File: config.mk
export PLATFORM = sky130hd
export DESIGN_NAME = rtlola_event_scheduler
export DESIGN_NICKNAME = d
export VERILOG_FILES = /design/src/rtl/rtlola_event_scheduler.sv
export SDC_FILE = /design/constraint.sdc
export NUM_CORES = 1
export LEC_CHECK = 0
export CAP_MARGIN = 10
export CORE_MARGIN = 10
export CORE_UTILIZATION = 52
export CTS_CLUSTER_SIZE = 8
export DETAILED_ROUTE_END_ITERATION = 10
export HOLD_SLACK_MARGIN = 0.1
export PLACE_DENSITY_LB_ADDON = 0.2
export SLEW_MARGIN = 5
export SYNTH_ARGS = -nofsm -noshare
export SYNTH_HDL_FRONTEND = slang
export SYNTH_SLANG_ARGS = --single-unit
File: constraint.sdc
create_clock -name clk -period 5.4 [get_ports clk]
set_clock_uncertainty 0.2 [all_clocks]
set_input_delay 0.54 -clock clk [delete_from_list [all_inputs] [get_ports clk]]
set_output_delay 0.54 -clock clk [all_outputs]
set_load 0.05 [all_outputs]
File: src/rtl/rtlola_event_scheduler.sv
`default_nettype none
// ============================================================================
//  Module   : rtlola_event_scheduler
//  Purpose  : Front-end controller for the generated monitor. Merges input
//             events and periodic deadlines into one timestamped FIFO and
//             hands entries to the evaluator one at a time
//             (IDLE -> ISSUE -> BUSY, released by eval_done).
//  Revision : 1.0 - initial release
// ----------------------------------------------------------------------------
//  Ports
//    clk          in   clock, rising edge
//    rst          in   asynchronous reset, active-low
//    en           in   global enable; 0 freezes all state, strobes forced 0
//    in_data      in   packed input values, stream i at [i*DATA_W +: DATA_W]
//    in_new       in   per-stream new-value strobe
//    eval_done    in   evaluator finished the current entry (used in BUSY)
//    ev_data      out  values of issued entry (non-new streams are 0)
//    ev_ts        out  timestamp of issued entry
//    pacing_in    out  per-stream pacing of issued entry (ev_valid cycle)
//    pacing_per   out  issued entry carries a periodic deadline
//    ev_valid     out  1-cycle issue strobe
//    q_push       out  an entry was formed this cycle
//    q_push_valid out  the formed entry was accepted into the queue
//    q_pop        out  FSM was ready to pop (IDLE)
//    q_pop_valid  out  an entry was actually popped
//    overflow     out  sticky: an entry was dropped on a full queue
//    drop_cnt     out  (SCHED_DROP_COUNT_EN only) saturating drop counter
//  Configuration macro: SCHED_DROP_COUNT_EN
// ============================================================================
module rtlola_event_scheduler #(
    parameter int NUM_INPUTS    = 2,
    parameter int DATA_W        = 64,
    parameter int TS_W          = 32,
    parameter int PERIOD_CYCLES = 500,
    parameter int QUEUE_DEPTH   = 4
) (
    input  logic                         clk,
    input  logic                         rst,
    input  logic                         en,
    input  logic [NUM_INPUTS*DATA_W-1:0] in_data,
    input  logic [NUM_INPUTS-1:0]        in_new,
    input  logic                         eval_done,
    output logic [NUM_INPUTS*DATA_W-1:0] ev_data,
    output logic [TS_W-1:0]              ev_ts,
    output logic [NUM_INPUTS-1:0]        pacing_in,
    output logic                         pacing_per,
    output logic                         ev_valid,
    output logic                         q_push,
    output logic                         q_push_valid,
    output logic                         q_pop,
    output logic                         q_pop_valid,
    output logic                         overflow
`ifdef SCHED_DROP_COUNT_EN
    ,
    output logic [15:0]                  drop_cnt
`endif
);

    localparam int c_AW = (QUEUE_DEPTH > 1) ? $clog2(QUEUE_DEPTH) : 1;
    localparam int c_PW = (PERIOD_CYCLES > 1) ? $clog2(PERIOD_CYCLES) : 1;
    localparam int c_DW = NUM_INPUTS * DATA_W;

    localparam logic [c_PW-1:0] c_PERIOD_LAST = c_PW'(PERIOD_CYCLES - 1);
    localparam logic [c_PW-1:0] c_PC_ONE      = c_PW'(1);
    localparam logic [c_AW:0]   c_DEPTH       = (c_AW + 1)'(QUEUE_DEPTH);
    localparam logic [c_AW:0]   c_CNT_ONE     = (c_AW + 1)'(1);
    localparam logic [c_AW-1:0] c_PTR_ONE     = c_AW'(1);
    localparam logic [TS_W-1:0] c_TS_ONE      = TS_W'(1);

    typedef enum logic [1:0] {
        S_IDLE  = 2'd0,
        S_ISSUE = 2'd1,
        S_BUSY  = 2'd2
    } state_t;

    state_t r_state;

    logic [TS_W-1:0]       r_ts;
    logic [c_PW-1:0]       r_period_cnt;

    // FIFO storage and bookkeeping
    logic [TS_W-1:0]       r_q_ts   [QUEUE_DEPTH];
    logic [NUM_INPUTS-1:0] r_q_new  [QUEUE_DEPTH];
    logic [c_DW-1:0]       r_q_data [QUEUE_DEPTH];
    logic                  r_q_per  [QUEUE_DEPTH];
    logic [c_AW-1:0]       r_wr_ptr;
    logic [c_AW-1:0]       r_rd_ptr;
    logic [c_AW:0]         r_count;

    // Entry popped in IDLE, presented on the outputs in ISSUE
    logic [TS_W-1:0]       r_hold_ts;
    logic [NUM_INPUTS-1:0] r_hold_new;
    logic [c_DW-1:0]       r_hold_data;
    logic                  r_hold_per;

    logic [c_DW-1:0]       r_ev_data;
    logic [TS_W-1:0]       r_ev_ts;
    logic [NUM_INPUTS-1:0] r_pacing_in;
    logic                  r_pacing_per;
    logic                  r_ev_valid;
    logic                  r_q_push;
    logic                  r_q_push_valid;
    logic                  r_q_pop;
    logic                  r_q_pop_valid;
    logic                  r_overflow;

    logic [c_DW-1:0]       w_masked;
    logic                  w_tick;
    logic                  w_form;
    logic                  w_full;
    logic                  w_pop;
    logic                  w_push;
    logic                  w_drop;

    // Streams without a new value contribute zeros to the entry
    for (genvar gi = 0; gi < NUM_INPUTS; gi++) begin : g_mask
        assign w_masked[gi*DATA_W +: DATA_W] =
            in_new[gi] ? in_data[gi*DATA_W +: DATA_W] : {DATA_W{1'b0}};
    end

    assign w_tick = (r_period_cnt == c_PERIOD_LAST);
    // An event and a deadline in the same cycle form a single entry
    assign w_form = en & ((|in_new) | w_tick);
    assign w_full = (r_count == c_DEPTH);
    // Pop decision uses the pre-push occupancy, so a push into an empty
    // queue is only visible to the FSM on the following cycle
    assign w_pop  = en & (r_state == S_IDLE) & (r_count != '0);
    // A full queue still accepts when the head leaves in the same cycle
    assign w_push = w_form & (~w_full | w_pop);
    assign w_drop = w_form & w_full & ~w_pop;

    always_ff @(posedge clk) begin
        if (w_push) begin
            r_q_ts[r_wr_ptr]   <= r_ts;
            r_q_new[r_wr_ptr]  <= in_new;
            r_q_data[r_wr_ptr] <= w_masked;
            r_q_per[r_wr_ptr]  <= w_tick;
        end
    end

    always_ff @(posedge clk or negedge rst) begin
        if (!rst) begin
            r_state        <= S_IDLE;
            r_ts           <= '0;
            r_period_cnt   <= '0;
            r_wr_ptr       <= '0;
            r_rd_ptr       <= '0;
            r_count        <= '0;
            r_hold_ts      <= '0;
            r_hold_new     <= '0;
            r_hold_data    <= '0;
            r_hold_per     <= 1'b0;
            r_ev_data      <= '0;
            r_ev_ts        <= '0;
            r_pacing_in    <= '0;
            r_pacing_per   <= 1'b0;
            r_ev_valid     <= 1'b0;
            r_q_push       <= 1'b0;
            r_q_push_valid <= 1'b0;
            r_q_pop        <= 1'b0;
            r_q_pop_valid  <= 1'b0;
            r_overflow     <= 1'b0;
        end else if (!en) begin
            r_pacing_in    <= '0;
            r_pacing_per   <= 1'b0;
            r_ev_valid     <= 1'b0;
            r_q_push       <= 1'b0;
            r_q_push_valid <= 1'b0;
            r_q_pop        <= 1'b0;
            r_q_pop_valid  <= 1'b0;
        end else begin
            r_ts           <= r_ts + c_TS_ONE;
            r_period_cnt   <= w_tick ? '0 : r_period_cnt + c_PC_ONE;
            r_q_push       <= w_form;
            r_q_push_valid <= w_push;
            r_q_pop        <= (r_state == S_IDLE);
            r_q_pop_valid  <= w_pop;
            if (w_drop) begin
                r_overflow <= 1'b1;
            end

            if (w_push) begin
                r_wr_ptr <= r_wr_ptr + c_PTR_ONE;
            end
            if (w_pop) begin
                r_rd_ptr <= r_rd_ptr + c_PTR_ONE;
            end
            case ({w_push, w_pop})
                2'b10:   r_count <= r_count + c_CNT_ONE;
                2'b01:   r_count <= r_count - c_CNT_ONE;
                default: r_count <= r_count;
            endcase

            r_ev_valid   <= 1'b0;
            r_pacing_in  <= '0;
            r_pacing_per <= 1'b0;
            case (r_state)
                S_IDLE: begin
                    if (w_pop) begin
                        r_hold_ts   <= r_q_ts[r_rd_ptr];
                        r_hold_new  <= r_q_new[r_rd_ptr];
                        r_hold_data <= r_q_data[r_rd_ptr];
                        r_hold_per  <= r_q_per[r_rd_ptr];
                        r_state     <= S_ISSUE;
                    end
                end
                S_ISSUE: begin
                    r_ev_valid   <= 1'b1;
                    r_ev_data    <= r_hold_data;
                    r_ev_ts      <= r_hold_ts;
                    r_pacing_in  <= r_hold_new;
                    r_pacing_per <= r_hold_per;
                    r_state      <= S_BUSY;
                end
                S_BUSY: begin
                    // ev_data/ev_ts stay on the outputs until the evaluator is done
                    if (eval_done) begin
                        r_state <= S_IDLE;
                    end
                end
                default: r_state <= S_IDLE;
            endcase
        end
    end

`ifdef SCHED_DROP_COUNT_EN
    logic [15:0] r_drop_cnt;

    always_ff @(posedge clk or negedge rst) begin
        if (!rst) begin
            r_drop_cnt <= 16'h0000;
        end else if (w_drop && (r_drop_cnt != 16'hFFFF)) begin
            r_drop_cnt <= r_drop_cnt + 16'h0001;
        end
    end

    assign drop_cnt = r_drop_cnt;
`endif

    assign ev_data      = r_ev_data;
    assign ev_ts        = r_ev_ts;
    assign pacing_in    = r_pacing_in;
    assign pacing_per   = r_pacing_per;
    assign ev_valid     = r_ev_valid;
    assign q_push       = r_q_push;
    assign q_push_valid = r_q_push_valid;
    assign q_pop        = r_q_pop;
    assign q_pop_valid  = r_q_pop_valid;
    assign overflow     = r_overflow;

endmodule
`default_nettype wire

== Word level (Yosys, flattened, before mapping) ==
Memories as Yosys holds them, arrays and structs flattened. A register that Yosys moved wholly into a read port is not among the register bits.
Index checks and enable logic that the tools add are counted.
Cells by class
  add/sub/neg operators: 6
  multiply operators: 0
  divide/modulo/power cells: 0
  magnitude comparators: 0
  equal/unequal tests: 8
  shift-type cells: 0
  mux-type cells: 19
  bitwise gates (word level): 10
  reductions and logical operators: 15
Operator list (count)
  64-bit two-way mux: 2
  32-bit by 1-bit adder with 32-bit output (second input constant): 1
  1-bit two-way mux: 10
  2-bit AND reduction: 5
  9-bit by 1-bit adder with 9-bit output (second input constant): 1
  9-bit == test (second input constant): 1
  9-bit two-way mux: 1
  2-bit two-way mux: 4
  1-bit bitwise AND: 6
  2-bit case mux with 3 select lines: 1
  3-bit case mux with 2 select lines: 1
  3-bit AND reduction: 2
  2-bit by 1-bit adder with 2-bit output (second input constant): 2
  2-bit by 1-bit == test with 1-bit output (second input constant): 2
  2-bit == test (second input constant): 2
  1-bit logical NOT: 4
  2-bit != test (second input constant): 2
  3-bit by 1-bit adder with 3-bit output (second input constant): 1
  3-bit == test (second input constant): 1
  3-bit nonzero test: 1
  3-bit by 1-bit subtractor with 3-bit output (second input constant): 1
  2-bit logical NOT: 1
  1-bit NOT: 2
  1-bit OR: 2
  2 further kinds: 2
Storage, ports and cells
  register bits: 219
  bits in latches: 0
  RAM bits: 652
  bits in read-only memories: 0
  logic and storage cells: 78
  memories: 4
Memory list
  r_q_data: words 4, bits a word 128, read ports 1, clocked after memory_dff 1, wr ports 1, line 84  | logic [c_DW-1:0] r_q_data [QUEUE_DEPTH];
  r_q_ts: words 4, bits a word 32, read ports 1, clocked after memory_dff 1, wr ports 1, line 82  | logic [TS_W-1:0] r_q_ts [QUEUE_DEPTH];
  r_q_new: words 4, bits a word 2, read ports 1, clocked after memory_dff 1, wr ports 1, line 83  | logic [NUM_INPUTS-1:0] r_q_new [QUEUE_DEPTH];
  r_q_per: words 4, bits a word 1, read ports 1, clocked after memory_dff 1, wr ports 1, line 85  | logic r_q_per [QUEUE_DEPTH];

== Longest topological paths before layout ==
Gate-level depths: netlist (run 1).
  depth in word-level cells: 8
  gate-level depth with buffers: 11
  mapped depth without buffers: 9

== Worst setup path before layout (run 1) ==
OpenSTA, ideal clock, no wires.
  path type: input to register
  start point: input port en
  end point: memory r_q_data[0][0] (netlist name), enable pin
  data arrival time: 5126 ps
  required time: 4657 ps
  slack: -468 ps
  cell stages on the path: 5
  path through: or3b_4 > inv_2 > nor2_1 > nor3b_4 > and2_1
On the way
  word-level cells in the longest chain between the ends: 6
  elaborated cells on any way between the ends: 7
  those cells by class: mux (2); bitwise (5)
Ends and longest elaborated chain
  start: declaration: line 39  | input logic en,
  1-bit bitwise AND (2 in a row): line 127  | assign w_pop = en & (r_state == S_IDLE) & (r_count != '0);
  1-bit OR: line 129  | assign w_push = w_form & (~w_full | w_pop);
  1-bit bitwise AND (*): line 129
  1-bit two-way mux (*): line 133  | if (w_push) begin
  1-bit two-way mux (not written as such) (*): line 136  | r_q_data[r_wr_ptr] <= w_masked;
  end: declaration: line 84
Every way passes the cells marked *; elsewhere a longest branch is shown, timed or not.

== Final worst setup path (run 1) ==
  start point: input port en
  end point: memory r_q_data[2][89] (netlist name), enable pin
The elaborated chain is that of the path after synthesis.

==> metrics.md, run 1 <==
| Metric | Value |
|---|---|
| Worst setup EP type | `flop` |
| Row count | `100` |
| EDFF count, synth | `~650` |
| Worst r2r src | `r_period_cnt[0]$_DFFE_PN0P_` |
| Postcts setup bufs | `0` |
| DRC viols | `0` |
| CTS tree | `done` |
| RePlAce Congestion | `approximately 0.73` |
| Leak | `17.9 nW` |
| Commonest non-fill, non-tap cell in the layout | `edfxtp_1` |
| N_diodes | `0` |
| Peak supply drop | `0.428 mV` |
| Status | `finished, final reports clean` |
| WL per Instance | `22.2 um` |
| Synth Instances | `2265` |
| Worst path required time | `5.54 ns` |
| Worst Path Max Fanout | `63` |
| Sequential-to-total area share from yosys stat | `approximately three quarters` |
| Complex-gate fraction of the synthesized area | `less than 1%` |
| Fin. Hold Viols | `0` |
| Worst skew pair latency | `0.69 ns` |
| Routed vias | `20176` |
| Final setup viols | `0` |
| Max Clk Rate | `295 MHz` |
| Setup TNS | `0 ns` |
| Drt pass-1 iters | `5` |
| Full die area | `0.0867 mm2` |
| HP Start | `r_hold_ts[4]$_DFFE_PN0P_` |
| ANT nets after route | `0` |
| HPWL Detailed | `between 40 and 50 mm` |
| Post-Route WL | `approximately 83 mm` |
| Starting Density | `52.5%` |
| I/O Pins | `303` |
| FILL cells | `5259` |
| Finished Layout Cells | `3720` |
| GRT Util Overall | `19.5%` |
| Commonest non-fill, non-tap cells in the layout | `edfxtp_1 (652), nand2_1 (502), dfrtp_1 (380)` |
| Cell Chain, Critical Path | `clkdlybuf4s50_1 > buf_4 > or3b_4 > inv_2 > nor2_1 > nor3b_4 > and2_4 > buf_12` |
| Slew @ Worst Pin | `1.14 ns` |
| RSZ-0062 raised after global routing | `false` |
| # port buffers | `302` |
| Synth Area in XOR/XNOR | `less than 1%` |
| Area contributors post-synth | `edfxtp_1 (50%), dfrtp_1 (24%), mux4_2 (9.4%)` |
| Top FF cell, synth | `edfxtp_1` |
| Total of max-cap violations | `0` |
| Vias in the first global route | `around 22000` |
| Worst Setup SP | `en` |
| Mapped Area | `0.0392 mm2` |
| Vias per cell | `5.42` |
| Cell taking the most area after synthesis | `edfxtp_1` |
| Placed Cells | `3454` |
| Final min period | `3.39 ns` |
| Post-synthesis mux area share | `~14%` |
| Drt initial violations | `1264` |
| Yosys top cell area share | `50.0%` |
| Worst setup SP type | `input pin` |
| Initial antenna violation count | `1` |
| Tightest Hold Check Type | `flop to flop` |
| Core ar. | `0.0746 mm2` |
| Rel. slew slack | `24.3%` |
| Post-Synth Simple-Gate Area | `8.11%` |
| Share of layout cells above drive strength 1 | `approximately 19%` |
| Area grow syn2layout | `21.3%` |
| Tcrit/Tclk final | `62.8%` |
| Largest net degree at the start of global routing | `between 100 and 150` |
| Syn avg cell area | `approximately 17 um2` |
| Pwr dens | `605 mW/mm2` |
| Post-cts resize count | `0` |
| Crit Path Category | `input pin to flop` |
| Asr flop ratio synth | `36.9%` |
| Largest family of logic cells by synthesized area | `multiplexers` |
| CTS Buffer Depth | `3` |
| Syn_nets | `between 2000 and 2500` |
| Worst stage delay on the critical path | `0.70 ns` |
| CTS Sinks | `about 1000` |
| TritonCTS buffer count | `147` |
| CP max-delay cell | `and2_4` |
| Synth Warn # | `0` |
| Die width | `294 um` |
| Die H | `294 um` |
| Nets | `around 2800` |
| Global-route wire length before repair | `~130 mm` |
| Final Slew Violations | `0` |
| CTS Root Cell | `clkbuf_16` |
| Worst-path clk slew | `about 0.05 ns` |
| Post-Synth Adder-Cell Area | `0.243%` |
| Htree depth | `4` |
| Synth cell types | `48` |
| Register bit total from synthesis | `1034` |
| Total gr overflow | `0` |
| Critical Path AT | `3.53 ns` |
-- cell type report --
class	instances	area [um2]	share of cell area (%)
multi-input cells	1105	9330	19.6
flip-flops and latches	1034	29100	61.4
repair buffers	332	3410	7.17
clock buffers	262	4280	9.01
inverters	15	68.8	0.145
clock inverters	3	62.6	0.132
well taps	969	1210	2.55
-- worst paths after layout --
path                                               end  slack [ns]  cells after the start
max                          r_q_data[2][89]$_DFFE_PP_        2.01                      8
min                               ev_ts[4]$_DFFE_PN0P_        0.26                      2
max reg2reg                  r_q_data[2][89]$_DFFE_PP_        2.10                      6
min reg2reg                       ev_ts[4]$_DFFE_PN0P_        0.26                      2
max in group asynchronous      ev_data[53]$_DFFE_PN0P_        3.32                      3
min in group asynchronous  r_hold_data[84]$_DFFE_PN0P_        0.29                      2
-- logic make-up after synthesis --
logic type	Yosys count
adder cells (fa/ha/maj)	7
AO/OA/AOI/OAI	20
AND/OR/NAND/NOR	709
XOR/XNOR	37
multiplexers	332
buffers and inverters	126
flip-flops	1034
-- Yosys cell counts (2+ instances only) --
master,count
a21o_1,3
and3_1,2
and2_1,138
xor2_1,20
buf_2,30
o22ai_1,2
inv_1,13
edfxtp_1,652
dfrtp_1,382
and4_1,5
nor3_1,17
ha_1,6
mux2i_1,2
clkbuf_1,43
buf_6,20
mux2_2,159
nand2_1,502
mux4_2,163
buf_4,17
inv_2,2
nand3_1,10
o21ai_0,6
nor2_1,10
nor4_1,7
a21oi_1,2
xnor2_1,17
mux2_1,7
nand4_1,8
-- state kept, by name (all words and copies together), names as in the netlist, 2 cells and up --
name,count
r_state,2
r_ts,32
r_q_new,8
r_count,3
r_q_ts,128
ev_ts,32
r_hold_ts,32
r_wr_ptr,2
r_period_cnt,9
r_q_per,4
r_hold_new,2
pacing_in,2
r_q_data,512
r_rd_ptr,2
ev_data,128
r_hold_data,128
-- power breakdown --
part / leakage (nW) / switching, mW / total [mW] / internal, mW
combinational: 5.27 / 4.91 / 8.44 / 3.54
sequential: 10.6 / 1.15 / 11.8 / 10.6
clock: 2.06 / 3.16 / 8.49 / 5.34
-- metal layers --
metal  track usage (%)  share of wire [%]  up-vias
met4              5.21                1.5        2
met2              33.1                 51      517
met5                 0             0.0085        -
met1              25.0                 42    10475
li1                  -                  -     9076
met3              4.81                5.9      106
-- timing repair --
action / in CTS / in global routing
endpoints found under the setup margin: 0 / 0
endpoints found under the hold margin: 96 / 0
hold buffers: 1 / 0
-- worst max-delay path: cells and delay by family --
family	cells	cell delay, ns
and+or+nand+nor	4	1.63
buffers and inverters	4	1.22
-- stage by stage --
step                      setup slack (ns)  util, %  area, um2  total power [mW]  hold slack [ns]
after floorplan                       1.34        -      39200              17.8           0.0444
after global placement                1.30     57.9      43200              20.3            0.249
after detailed placement              1.29     57.9      43200              20.5            0.252
after CTS                             2.02     63.7      47500              29.1            0.260
after global routing                  1.86     63.7      47500              30.2            0.282
final                                 2.01     63.7      47500              28.7            0.256
No activity file was read; power rests on OpenSTA's default activity.
==> inputs of run 2 (changes only) <==
--- a/config.mk
+++ b/config.mk
@@ -7,7 +7,7 @@
 export LEC_CHECK = 0
 export CAP_MARGIN = 10
 export CORE_MARGIN = 10
-export CORE_UTILIZATION = 52
+export CORE_UTILIZATION = 58
 export CTS_CLUSTER_SIZE = 8
 export DETAILED_ROUTE_END_ITERATION = 10
 export HOLD_SLACK_MARGIN = 0.1
==> constraint.sdc (replaced) <==
create_clock -name clk -period 3.2 [get_ports clk]
set_clock_uncertainty 0.2 [all_clocks]
set_input_delay 0.32 -clock clk [delete_from_list [all_inputs] [get_ports clk]]
set_output_delay 0.32 -clock clk [all_outputs]
set_load 0.05 [all_outputs]
==> run 2 against run 1 <==
  * Hold slack lost 0.10 ns
  * Non-clock buffer count grew 24
  * Clock-buffer cell count fell by 3
  * Via count increased by 2.2%
  * Highest routed layer unchanged
==> metrics.md, run 2 (synthesis gave the netlist of run 1 again) <==
| Metric | Value |
|---|---|
| Status | `finished, final reports clean` |
| HP Start | `in_data[41]` |
| # port buffers | `302` |
| Area grow syn2layout | `21.9%` |
| Rel. slew slack | `42.4%` |
| Met2 wire len | `44.4 mm` |
| Final Slew Violations | `0` |
| Die H | `280 um` |
| Pwr dens | `1020 mW/mm2` |
| CTS tree | `done` |
| Setup TNS | `0 ns` |
| Share of layout cells above drive strength 1 | `between 10% and 20%` |
| Worst Path Buf+Inv | `4` |
| WL per Instance | `23.1 um` |
| Htree depth | `4` |
| Worst skew pair latency | `approximately 0.70 ns` |
| Worst setup margin | `0.440 ns` |
| Total of max-cap violations | `0` |
| Cell Chain, Critical Path | `dlygate4sd3_1 > buf_2 > nor2_1 > dlygate4sd3_1 > o31a_4 > nor3b_4 > and2_4 > buf_12` |
| GRT Util Overall | `22.1%` |
| Placed Cells | `3378` |
| Postcts setup bufs | `0` |
| Worst Setup SP | `in_new[0]` |
| CTS Sinks | `between 1000 and 1500` |
| Final setup viols | `0` |
| Slew @ Worst Pin | `0.857 ns` |
| Worst-path clk slew | `0.05 ns` |
| Post-layout util | `71.3%` |
| Worst setup SP type | `input pin` |
| RePlAce Congestion | `0.742` |
| Post-Route WL | `84.4 mm` |
| Die width | `280 um` |
| Fin area | `~0.048 mm2` |
| Crit Path Category | `input pin to flop` |
| ANT nets after route | `0` |
| Leak | `18.1 nW` |
| Fin. Hold Viols | `0` |
| Top reg by flops | `r_q_data` |
| Routed vias | `20628` |
| Drt initial violations | `between 1000 and 1500` |
| Min-Delay Path Depth | `2` |
| FILL cells | `~4200` |
| Nets | `2800` |
| Tightest Hold Check Type | `input pin to flop` |
| Starting Density | `58.4%` |
| RSZ-0062 raised after global routing | `false` |
| Flip-flop count of the largest register after layout | `a little over 500` |
| Worst setup EP type | `flop` |
| Most used cell, CP | `dlygate4sd3_1` |
| Worst Path Max Fanout | `44` |
| Top Layer Used | `met5` |
| I/O Pins | `303` |
| CTS Buffer Depth | `3` |
| TritonCTS buffer count | `between 100 and 150` |
| CP max-delay cell | `dlygate4sd3_1` |
| Commonest non-fill, non-tap cell in the layout | `edfxtp_1` |
| Vias in the first global route | `22920` |
| Worst r2r src | `r_period_cnt[0]$_DFFE_PN0P_` |
| Cell depth of the worst setup path | `8` |
| Peak supply drop | `0.694 mV` |
| Finished Layout Cells | `3647` |
| M1 WL | `33.5 mm` |
| Worst stage delay on the critical path | `0.60 ns` |
| Critical Path AT | `between 2 and 3 ns` |
| Commonest non-fill, non-tap cells in the layout | `edfxtp_1 (652), nand2_1 (502), dfrtp_1 (380)` |
| Core ar. | `between 0.06 and 0.07 mm2` |
| Row count | `95` |
| Global-route wire length before repair | `approximately 130 mm` |
| Met3 WL | `4.81 mm` |
| DRC viols | `0` |
| Worst path required time | `3.35 ns` |
| Vias per cell | `approximately 5.7` |
| Delay-heaviest family, CP | `buffers and inverters` |
| HPWL Detailed | `48.8 mm` |
| Area after DPL | `0.0434 mm2` |
| CTS Root Cell | `clkbuf_16` |
| Initial antenna violation count | `2` |
| Drt pass-1 iters | `5` |
| Tcrit/Tclk final | `86.2%` |
| Max Clk Rate | `between 300 and 400 MHz` |
| Full die area | `0.0783 mm2` |
| Worst Setup Slack post-DPL | `0.138 ns` |
| Post-cts resize count | `0` |
| Reg2Reg Depth | `6` |
| Largest net degree at the start of global routing | `86` |
| Total gr overflow | `0` |
| Final min period | `around 2.8 ns` |
-- run 2: worst paths after layout --
check	slack (ns)	end
setup / recovery	0.44	r_q_ts[0][21]$_DFFE_PP_
hold / removal	0.15	r_q_data[0][41]$_DFFE_PP_
setup reg to reg	0.57	r_q_ts[0][21]$_DFFE_PP_
hold reg to reg	0.26	ev_data[1]$_DFFE_PN0P_
max in group asynchronous	2.02	r_rd_ptr[1]$_DFFE_PN0P_
min in group asynchronous	0.19	ev_data[45]$_DFFE_PN0P_
-- run 2: layer usage --
metal  vias to the layer above  GRT usage [%]
met5                         -              0
met4                         2           7.22
met3                       129           4.75
met2                       600           38.2
met1                     10785           27.5
li1                       9112              -
-- run 2: repair_timing --
action                     in CTS  in global routing
setup endpoints to repair       0                  0
hold endpoints to repair      377                  0
hold buffers                    5                  0
-- run 2: cell type report --
class | instances | area (um2) | share of cell area, %
clock buffers | 259 | 4250 | 8.89
flip-flops and latches | 1034 | 29100 | 61.0
clock inverters | 4 | 42.5 | 0.0891
multi-input cells | 1105 | 9330 | 19.5
diodes | 1 | 2.50 | 0.00524
repair buffers | 356 | 3840 | 8.04
inverters | 15 | 68.8 | 0.144
well taps | 873 | 1090 | 2.29
-- run 2: report_power, final --
group	switching [mW]	internal (mW)
registers	1.81	18.0
clock network	5.31	8.87
logic	8.59	6.20
-- run 2: worst reg2reg max path, cell delays in order, from the launching register on --
cell and delay, ns:
dfrtp_1 0.38, ha_1 0.22, nand3_1 0.13, o31a_4 0.34
nor3b_4 0.28, and2_4 0.38, buf_12 0.33
-- run 2: stage by stage --
| stage | hold WS (ns) | total power [mW] |
|---|---|---|
| after floorplan | -0.176 | 30.0 |
| after global placement | 0.132 | 34.4 |
| after detailed placement | 0.132 | 34.9 |
| after CTS | 0.115 | 49.3 |
| after global routing | 0.151 | 51.0 |
| final | 0.154 | 48.7 |
==> inputs of run 3 (changes only) <==
--- a/config.mk
+++ b/config.mk
@@ -5,13 +5,14 @@
 export SDC_FILE = /design/constraint.sdc
 export NUM_CORES = 1
 export LEC_CHECK = 0
-export CAP_MARGIN = 10
+export CAP_MARGIN = 20
 export CORE_MARGIN = 10
-export CORE_UTILIZATION = 58
+export CORE_UTILIZATION = 30
 export CTS_CLUSTER_SIZE = 8
 export DETAILED_ROUTE_END_ITERATION = 10
 export HOLD_SLACK_MARGIN = 0.1
 export PLACE_DENSITY_LB_ADDON = 0.2
+export REMOVE_ABC_BUFFERS = 1
 export SLEW_MARGIN = 5
 export SYNTH_ARGS = -nofsm -noshare
 export SYNTH_HDL_FRONTEND = slang
==> run 3 against run 2 <==
  * Utilization decreased by 33 points
  * Flip-flop and latch count did not move
  * Register-to-register slack worse by 0.14 ns
  * Sequential power barely moved
  * Clock power rose by 4%
  * Wire length is 17% higher
  * Largest power group unchanged
==> metrics.md, run 3 (synthesis gave the netlist of run 1 again) <==
| Metric | Value |
|---|---|
| Fin area | `between 0.04 and 0.05 mm2` |
| Seq pwr share | `40.0%` |
| Routed vias | `20554` |
| CTS Root Cell | `clkbuf_16` |
| Tightest Hold Check Type | `input pin to flop` |
| Area taken by flip-flops and latches | `0.0291 mm2` |
| Htree depth | `4` |
| Clock share of power | `29.5%` |
| Row count | `about 130` |
| Worst skew pair latency | `about 0.75 ns` |
| CTS Buffer Depth | `3` |
| I/O Pins | `303` |
| Die width | `381 um` |
| Die H | `around 380 um` |
| Critical Path AT | `2.96 ns` |
| RePlAce Congestion | `0.735` |
| Global-route wire length before repair | `150 mm` |
| Worst-path clk slew | `0.05 ns` |
| Final Slew Violations | `0` |
| Largest net degree at the start of global routing | `87` |
| Cell Chain, Critical Path | `ha_1 > nand3_1 > o31a_4 > nor3b_4 > and2_4 > buf_12` |
| Initial antenna violation count | `11` |
| Worst r2r src | `r_period_cnt[1]$_DFFE_PN0P_` |
| Worst setup SP type | `flop` |
| Worst Path Max Fanout | `54` |
| FILL cells | `11936` |
| CTS Sinks | `1034` |
| Worst stage delay on the critical path | `~0.4 ns` |
| Post-cts resize count | `0` |
| Worst Path Buf+Inv | `1` |
| Leak | `roughly 18 nW` |
| Area of the multi-input gates | `0.00933 mm2` |
| WL per Instance | `between 20 and 25 um` |
| Worst Setup EP | `r_q_data[3][72]$_DFFE_PP_` |
| Delay-heaviest family, CP | `simple AND/OR/NAND/NOR gates` |
| Met3 Resource Use GR | `under 10%` |
| CP max-delay cell | `dfrtp_1` |
| Comb pwr share | `a little under a third` |
| Commonest non-fill, non-tap cells in the layout | `edfxtp_1 (652), nand2_1 (502), dfrtp_1 (380)` |
| TritonCTS buffer count | `148` |
| Area after DPL | `between 0.04 and 0.05 mm2` |
| Vias in the first global route | `22807` |
| Met2 Use GR | `a little over a fifth` |
| Share of layout cells above drive strength 1 | `20.5%` |
| Post-Route WL | `99.1 mm` |
| Worst Setup SP | `r_period_cnt[1]$_DFFE_PN0P_` |
| DRC viols | `0` |
| CTS tree | `done` |
| Final min period | `2.77 ns` |
| Worst setup EP type | `flop` |
| Met1 Use GR | `18.1%` |
| Area grow syn2layout | `26.4%` |
| Peak supply drop | `0.567 mV` |
| Hold slack | `between 0.15 and 0.2 ns` |
| Worst Setup Slack post-DPL | `0.187 ns` |
| Starting Density | `30.2%` |
| Pwr dens | `1010 mW/mm2` |
| Total of max-cap violations | `0` |
| Slew @ Worst Pin | `~0.90 ns` |
| ANT nets after route | `0` |
| Full die area | `0.145 mm2` |
| Commonest non-fill, non-tap cell in the layout | `edfxtp_1` |
| Top reg by flops | `r_q_data` |
| Nets | `2840` |
| Rel. slew slack | `39.7%` |
| Cell depth of the worst setup path | `6` |
| Flip-flop count of the largest register after layout | `512` |
| GRT Util Overall | `13.6%` |
| Crit Path Category | `flop to flop` |
| Total gr overflow | `0` |
| Drt pass-1 iters | `5` |
| Tcrit/Tclk final | `between 80% and 90%` |
| Internal power | `33.4 mW` |
| Vias per cell | `4.50` |
| # port buffers | `302` |
| HPWL Detailed | `62.4 mm` |
| Reg-to-reg endpoint | `r_q_data[3][72]$_DFFE_PP_` |
| Status | `finished, final reports clean` |
| RSZ-0062 raised after global routing | `false` |
| Worst setup margin | `0.426 ns` |
| Gr busiest metal | `met2` |
| Max Clk Rate | `around 360 MHz` |
| Drt initial violations | `1114` |
| Final setup viols | `0` |
| Worst R2R Setup Slack | `0.43 ns` |
| Sw power | `16.4 mW` |
| Fin. Hold Viols | `0` |
| Worst path required time | `3.38 ns` |
| Core ar. | `approximately 0.13 mm2` |
| Sw Ratio | `between 30% and 40%` |
| Reg2Reg Depth | `6` |
==> run 3: changes by cell type in the layout (fill, tap and decap cells not counted), sizes merged <==
cell,change
clkinv,+1
dlygate4sd3,+20
clkbuf,+2
diode,+2
inv,+4
buf,+19
==> run 3: through the flow <==
step | power (mW) | instances | utilization [%] | TNS (ns)
2_1_floorplan | 29.6 | 2154 | - | -2692.76
3_3_place_gp | 35.4 | 4266 | 34.6 | 0
3_5_place_dp | 35.7 | 4266 | 34.6 | 0
4_1_cts | 50.8 | 4561 | 38.2 | 0
5_1_grt | 52.5 | 4563 | 38.2 | 0
6_report | 49.8 | 4564 | 38.2 | 0
==> run 3: routing by layer <==
metal,wire length [um],part of all wire (%)
met3,4880,4.9
met2,47100,48
met1,44800,45
met4,2320,2.3
met5,0,0
==> run 3: what timing repair did <==
item                                   4_1_cts  5_1_grt
setup buffers                                0        0
endpoints found under the hold margin      480        0
hold buffers                                25        0
setup endpoints to repair                    0        0
==> run 3: how the worst min path moves through the flow <==
stage / start / to / slack [ns] / depth (start not counted)
after floorplan: rst / ev_data[0]$_DFFE_PN0P_ / -0.18 / 0
after global placement: rst / ev_data[2]$_DFFE_PN0P_ / 0.22 / 1
after detailed placement: rst / ev_data[2]$_DFFE_PN0P_ / 0.23 / 1
after CTS: in_data[120] / r_q_data[2][120]$_DFFE_PP_ / 0.10 / 2
after global routing: in_data[103] / r_q_data[1][103]$_DFFE_PP_ / 0.12 / 2
final: in_data[35] / r_q_data[1][35]$_DFFE_PP_ / 0.16 / 2
==> run 3: area by class of cell <==
class / count / area share, %
Antenna cell: 3 / 0.0152
Clock buffer: 261 / 8.69
Clock inverter: 9 / 0.227
Inverter: 15 / 0.139
Multi-Input combinational cell: 1105 / 18.8
Sequential cell: 1034 / 58.8
Tap cell: 1742 / 4.40
Timing Repair Buffer: 395 / 8.85
==> run 3: power groups by stage <==
stage	registers (mW)	clock network, mW	logic [mW]
final	19.9	14.7	15.2
after global routing	20.3	15.8	16.4
after CTS	20.0	15.2	15.6
after detailed placement	20.2	0	15.5
after global placement	20.0	0	15.4
after floorplan	23.3	0	6.23
